File: config.mk
export PLATFORM = sky130hd
export DESIGN_NAME = if_prefetch_unit
export DESIGN_NICKNAME = d
export VERILOG_FILES = /design/src/rtl/if_prefetch_unit.sv
export SDC_FILE = /design/constraint.sdc
export NUM_CORES = 1
export LEC_CHECK = 0
export CORE_MARGIN = 1
export CORE_UTILIZATION = 50
export CTS_BUF_LIST = sky130_fd_sc_hd__clkbuf_8
export DETAILED_ROUTE_END_ITERATION = 16
export DONT_BUFFER_PORTS = 1
export PLACE_DENSITY = 0.74
export SKIP_CTS_REPAIR_TIMING = 1
export SKIP_LAST_GASP = 1
export SLEW_MARGIN = 40
export SYNTH_ARGS = -nofsm -noshare
export SYNTH_HDL_FRONTEND = slang
export SYNTH_SLANG_ARGS = --single-unit
export TNS_END_PERCENT = 10
File: constraint.sdc
create_clock -name clk -period 3.27 [get_ports clk]
set_input_delay 0.654 -clock clk [delete_from_list [all_inputs] [get_ports clk]]
set_output_delay 0.654 -clock clk [all_outputs]
set_load 0.05 [all_outputs]
File: src/rtl/if_prefetch_unit.sv
`default_nettype none
// +-----------------------------------------------------------------------------+
// | Module      : if_prefetch_unit                                              |
// | Description : Instruction-fetch stage with a decoupled prefetch FIFO and an |
// |               IF/ID output register. Optional macro: IF_BYPASS_EN.          |
// | Revision    : 1.0 - initial release                                         |
// +-----------------------------------------------------------------------------+
module if_prefetch_unit #(
    parameter int                ADDR_W   = 32,
    parameter int                INSTR_W  = 32,
    parameter int                DEPTH    = 4,
    parameter logic [ADDR_W-1:0] RESET_PC = '0,
    parameter logic [ADDR_W-1:0] PC_STEP  = ADDR_W'(4)
) (
    input  logic               clk,
    input  logic               rst,
    input  logic               freeze,
    input  logic               flush,
    input  logic               Branch_taken,
    input  logic [ADDR_W-1:0]  BranchAddr,
    output logic               imem_req,
    output logic [ADDR_W-1:0]  imem_addr,
    input  logic               imem_ready,
    input  logic               imem_rvalid,
    input  logic [INSTR_W-1:0] imem_rdata,
    output logic [ADDR_W-1:0]  PC,
    output logic [INSTR_W-1:0] Instruction,
    output logic               valid
);

    localparam int c_PTR_W = $clog2(DEPTH);
    localparam int c_CNT_W = c_PTR_W + 1;

    typedef enum logic [1:0] {
        c_IDLE = 2'd0,
        c_REQ  = 2'd1,
        c_WAIT = 2'd2,
        c_DROP = 2'd3
    } state_t;

    state_t               r_state;
    state_t               w_next_state;
    logic [ADDR_W-1:0]    r_fetch_pc;
    logic [ADDR_W-1:0]    r_req_addr;
    logic [ADDR_W-1:0]    r_fifo_pc    [DEPTH];
    logic [INSTR_W-1:0]   r_fifo_instr [DEPTH];
    logic [c_PTR_W-1:0]   r_rd_ptr;
    logic [c_PTR_W-1:0]   r_wr_ptr;
    logic [c_CNT_W-1:0]   r_count;
    logic [ADDR_W-1:0]    r_pc;
    logic [INSTR_W-1:0]   r_instr;
    logic                 r_valid;

    logic w_accept;
    logic w_resp;
    logic w_empty;
    logic w_load;
    logic w_pop;
    logic w_push;
    logic w_bypass;

    assign w_accept = (r_state == c_REQ) && imem_ready;
    // A response that arrives together with a redirect is stale and is dropped.
    assign w_resp   = (r_state == c_WAIT) && imem_rvalid && !Branch_taken;
    assign w_empty  = (r_count == '0);
    assign w_load   = !Branch_taken && !flush && !freeze;
    assign w_pop    = w_load && !w_empty;

`ifdef IF_BYPASS_EN
    assign w_bypass = w_load && w_empty && w_resp;
`else
    assign w_bypass = 1'b0;
`endif

    assign w_push      = w_resp && !w_bypass;
    assign imem_req    = (r_state == c_REQ);
    assign imem_addr   = r_fetch_pc;
    assign PC          = r_pc;
    assign Instruction = r_instr;
    assign valid       = r_valid;

    always_comb begin
        w_next_state = r_state;
        case (r_state)
            // Issue only when a FIFO slot is free, so the response can never overflow it.
            c_IDLE: if (r_count < c_CNT_W'(DEPTH)) w_next_state = c_REQ;
            c_REQ:  if (imem_ready) w_next_state = Branch_taken ? c_DROP : c_WAIT;
            c_WAIT: begin
                if (imem_rvalid)       w_next_state = c_IDLE;
                else if (Branch_taken) w_next_state = c_DROP;
            end
            c_DROP: if (imem_rvalid) w_next_state = c_IDLE;
            default: w_next_state = c_IDLE;
        endcase
    end

    always_ff @(posedge clk or negedge rst) begin
        if (!rst) begin
            r_state    <= c_IDLE;
            r_fetch_pc <= RESET_PC;
            r_req_addr <= '0;
        end else begin
            r_state <= w_next_state;
            if (Branch_taken)  r_fetch_pc <= BranchAddr;
            else if (w_accept) r_fetch_pc <= r_fetch_pc + PC_STEP;
            if (w_accept) r_req_addr <= r_fetch_pc;
        end
    end

    always_ff @(posedge clk or negedge rst) begin
        if (!rst) begin
            r_rd_ptr <= '0;
            r_wr_ptr <= '0;
            r_count  <= '0;
        end else if (Branch_taken) begin
            r_rd_ptr <= '0;
            r_wr_ptr <= '0;
            r_count  <= '0;
        end else begin
            if (w_push) r_wr_ptr <= r_wr_ptr + 1'b1;
            if (w_pop)  r_rd_ptr <= r_rd_ptr + 1'b1;
            r_count <= r_count + c_CNT_W'(w_push) - c_CNT_W'(w_pop);
        end
    end

    always_ff @(posedge clk) begin
        if (w_push) begin
            r_fifo_pc[r_wr_ptr]    <= r_req_addr;
            r_fifo_instr[r_wr_ptr] <= imem_rdata;
        end
    end

    always_ff @(posedge clk or negedge rst) begin
        if (!rst) begin
            r_valid <= 1'b0;
            r_pc    <= '0;
            r_instr <= '0;
        end else if (Branch_taken || flush) begin
            r_valid <= 1'b0;
            r_pc    <= '0;
            r_instr <= '0;
        end else if (!freeze) begin
            if (!w_empty) begin
                r_valid <= 1'b1;
                r_pc    <= r_fifo_pc[r_rd_ptr];
                r_instr <= r_fifo_instr[r_rd_ptr];
            end else if (w_bypass) begin
                r_valid <= 1'b1;
                r_pc    <= r_req_addr;
                r_instr <= imem_rdata;
            end else begin
                r_valid <= 1'b0;
                r_pc    <= '0;
                r_instr <= '0;
            end
        end
    end

endmodule
`default_nettype wire
Word level (Yosys, flattened, before mapping)
Memories as Yosys holds them, arrays and structs flattened.
Index checks and enable logic that the tools add are counted.
- add/subtract/negate cells: 5
- multiply operators: 0
- div/mod/pow operators: 0
- $lt $le $gt $ge: 1
- eq/ne operators: 8
- shift operators: 0
- multiplexer cells: 25
- bitwise gates (word level): 0
- reduce and logical (&&, ||, !) cells: 17
- operators by type and width (kind ; number):
    $mux 32 ; 8
    $add 32x3->32 const B ; 1
    $mux 2 ; 9
    $pmux 2 s4 ; 1
    $logic_and 1x1->1 ; 6
    $mux 1 ; 6
    $reduce_bool 2->1 ; 3
    $add 2x1->2 const B ; 2
    $eq 2x2->1 const B ; 2
    $logic_not 1->1 ; 4
    $ne 2x1->1 const B ; 2
    $ne 2x2->1 const B ; 2
    $reduce_and 4->1 ; 1
    $add 3x1->3 ; 1
    $logic_not 3->1 ; 1
    $lt 3x3->1 const B ; 1
    $mux 3 ; 1
    $ne 3x3->1 const B ; 1
    $sub 3x1->3 ; 1
    $eq 2x1->1 const B ; 1
    $logic_not 2->1 ; 1
    $logic_or 1x1->1 ; 1
- register bits: 138
- bits in latches: 0
- RAM bits: 256
- bits in read-only memories: 0
- bits of input ports: 71
- output and inout bits: 98
- word-level logic and storage cells: 67
- memories: 2
- memories (name ; depth ; width ; read ports ; clocked after Yosys merged registers in ; wr ports ; RTL line ; source):
    r_fifo_instr ; 4 ; 32 ; 1 ; 0 ; 1 ; 46 ; logic [INSTR_W-1:0] r_fifo_instr [DEPTH];
    r_fifo_pc ; 4 ; 32 ; 1 ; 0 ; 1 ; 45 ; logic [ADDR_W-1:0] r_fifo_pc [DEPTH];

Longest topological paths before layout
- depth after elaboration: 6
- mapped depth: 11
- mapped depth without buffers: 10

Least setup slack after synthesis
OpenSTA, ideal clock, no wires.
- path type: input-to-reg
- start point: input Branch_taken
- end point: memory r_fifo_instr[1][0] (enable)
- setup time: 0.429 ns
- arrival: 2.700 ns
- data required time: 2.841 ns
- path slack: 0.141 ns
- stages: 3
- buffers on the path: 1
- path through: clkbuf_1 > nor3_1 > and2_1
- word-level cells in the longest chain between the ends: 4
- RTL lines (what ; RTL line ; source):
    start: declaration ; 19 ; input logic Branch_taken,
    $logic_not 1->1 ; 64 ; assign w_resp = (r_state == c_WAIT) && imem_rvalid && !Branch_taken;
    $logic_and 1x1->1 ; 64 ;
    $mux 1 ; 127 ; if (w_push) begin
    $mux 1 (not written as such) ; 129 ; r_fifo_instr[r_wr_ptr] <= imem_rdata;
    end: declaration ; 46 ;
Every way passes these cells.

Worst setup path in the final report
- start point: register r_fetch_pc[17] (netlist: imem_addr[17])
- end point: register r_fetch_pc[28] (netlist: imem_addr[28])
- word-level cells in the longest chain between the ends: 3
- RTL lines (what ; RTL line ; source):
    start: declaration ; 43 ; logic [ADDR_W-1:0] r_fetch_pc;
    start signal: assignment ; 104 ; if (Branch_taken) r_fetch_pc <= BranchAddr;
    start signal: assignment ; 105 ; else if (w_accept) r_fetch_pc <= r_fetch_pc + PC_STEP;
    $add 32x3->32 ; 105 ;
    $mux 32 ; 105 ;
    $mux 32 ; 104 ;
Every way passes these cells. The select of a mux whose other input is x is not followed.
A chain may end at the register's enable or synchronous reset.

==> reports/qor.csv <==
metric;value;unit
yosysSeqAreaShare;0.740;
yosysTopAreaCellShare;0.511;
io_pins;169;
die_x;175;µm
cpMaxStageDelayCell;dfrtp_1;
path_cells;nand3_2 > or4_1 > or4_1 > a31oi_1;
numPortBuffers;0;
die_area;0.0308;mm²
synth-simple-area-share;0.0654;
hold_slack;-234;ps
p_per_area;669;mW/mm²
ant_nets;0;
start_kind;flip-flop;
final_common_cell;edfxtp_1;
p_leak;6.20;nW
irDropWorstVdd;0.464;mV
layout_common_cells;edfxtp_1 (256), dfrtp_1 (136), nand2_1 (110);
synth.cell_area;0.0151;mm²
finClkSkew;12.6;ps
grt_pass1_wl;46600;µm
place.gp.congestion;0.788;
drcViolationCount;0;
root_buffer;clkbuf_8;
htree_num_levels;2;
clock_latency;590;ps
dominantRegCellSynth;edfxtp_1;
grt_max_degree;139;
hold_viol_final;138;
yosys_register_bits;394;
cts.sinks;394;
ys_types;45;
synth_fa_ha_area_frac;0.00715;
layout.nets;1000;
antenna_found_initial;0;
crit_type;flip-flop to flip-flop;
syn-num-nets;957;
yosysWarnings;0;
slew_viol_final;0;
async_flop_share;0.350;
num_rows;63;
routed_wl;30000;µm
max_stage_delay;780;ps
grt_overflow_total;0;
critPathTopFamily;simple AND/OR/NAND/NOR gates;
cp_max_fo;8;
crit_buf_inv;0;
cts.clk_slew.worst_paths;60;ps
synth_xor_area_frac;0.0105;
violations;negative hold slack;
first_pass_iters;5;
rsz0062_at_grt;no;
muxShareOfSynthArea;0.0993;
power;0.0113;W
synth_area_leader_cell;edfxtp_1;
place_hpwl;17800;µm
grtUsageTotal;0.199;
die_h;175;µm
syn_avg_cell_area;17.1;µm²
worstPathRequired;3780;ps
arrival;2970;ps
setup_viol;0;
vias;7914;
wl_per_cell;22.0;µm
grt_pass1_vias;8118;
area_delta_synth_final;12.3;%
synth_compound_area_frac;0.0608;
cts_tree;done;
synth_edf_count;256;
n_antenna_cell;0;
drt_iter0_markers;497;
nFillCells;2301;
synthCells;878;
max_cap_viol_count;0;
setup_tns;0;ps
synthTopCellsByArea;edfxtp_1 (51%), dfrtp_1 (23%), mux4_2 (9.6%);
slew_headroom;0.452;
drive_gt1_frac;0.204;
synth_top_family_by_area;multiplexers;
core-area;0.0296;mm²
routed_via_density;5.80;
period_minus_slack;2460;ps
endpoint_kind;flip-flop;
period_share;0.753;
final_util;0.570;
hold_path.class;input port to asynchronous set/reset pin;
status;finished, violations left;
start_util;0.508;
fmax;0.406;GHz
cp_common_cell;or4_1;
cts_buffer_depth;3;
cts_buffers;61;
tightest_slew;822;ps
## report_power, final
part | leakage, nW | switching [W] | internal, W
sequential | 4.10 | 0.000533 | 0.00587
combinational | 1.37 | 0.000563 | 0.000334
clock | 0.727 | 0.00183 | 0.00218
## metrics by stage
step	std cells	worst slack [ps]	area, µm²
after global routing	1364	667	16900
after floorplan	878	141	15100
after CTS	1364	804	16900
after detailed placement	1248	772	15700
after global placement	1247	817	15600
final	1364	807	16900
## layer usage
layer  GRT usage  wire (µm)  share of wire
met5           0          0              0
met4      0.0649        663          0.022
met3      0.0600       2210          0.074
met2       0.324      14900           0.50
met1       0.256      12200           0.41
## final timing paths
check	startpoint	end	slack, ps	cells past startpoint
worst max-delay path	imem_addr[17]	imem_addr[28]	810	4
worst min-delay path	rst	PC[30]	-230	0
worst max register to register	imem_addr[17]	imem_addr[28]	810	4
worst min register to register	r_req_addr[11]	r_fifo_pc[2][11]	520	0
max in group asynchronous	rst	r_rd_ptr[1]	3280	0
min in group clk	Branch_taken	r_rd_ptr[0]	130	1
## cell usage after synthesis (11+ instances only)
master    instances
edfxtp_1        256
dfrtp_1         138
nand2_1         110
a22o_1           64
mux4_2           64
clkbuf_1         32
o21ai_0          25
nor2_1           22
xnor2_1          15
a31oi_1          14
inv_1            13
nand3_1          13
or4_1            12
o31ai_1          11
## cell families (layout without fill, tap and decap cells)
family,Yosys count,in the layout
flops,394,394
simple gates,207,207
compound gates,121,121
mux,69,69
buf+inv,61,157
xor+xnor,18,18
fa+ha+maj,8,8
## final cells by class
cell class | instances | area, µm² | area share
timing repair buffer | 28 | 285 | 0.0169
multi-input combinational | 423 | 3680 | 0.218
inverter | 13 | 48.8 | 0.00289
tap | 390 | 488 | 0.0289
clock buffer | 76 | 1050 | 0.0619
sequential | 394 | 11100 | 0.660
clock inverter | 40 | 200 | 0.0118
## flip-flops by register name (all words and copies together) (netlist names)
| name | count |
|---|---|
| imem_addr | 32 |
| r_state | 2 |
| r_count | 3 |
| r_fifo_pc | 128 |
| Instruction | 32 |
| r_rd_ptr | 2 |
| r_wr_ptr | 2 |
| r_fifo_instr | 128 |
| valid | 1 |
| PC | 32 |
| r_req_addr | 32 |
Power figures use the tool's default switching activity.
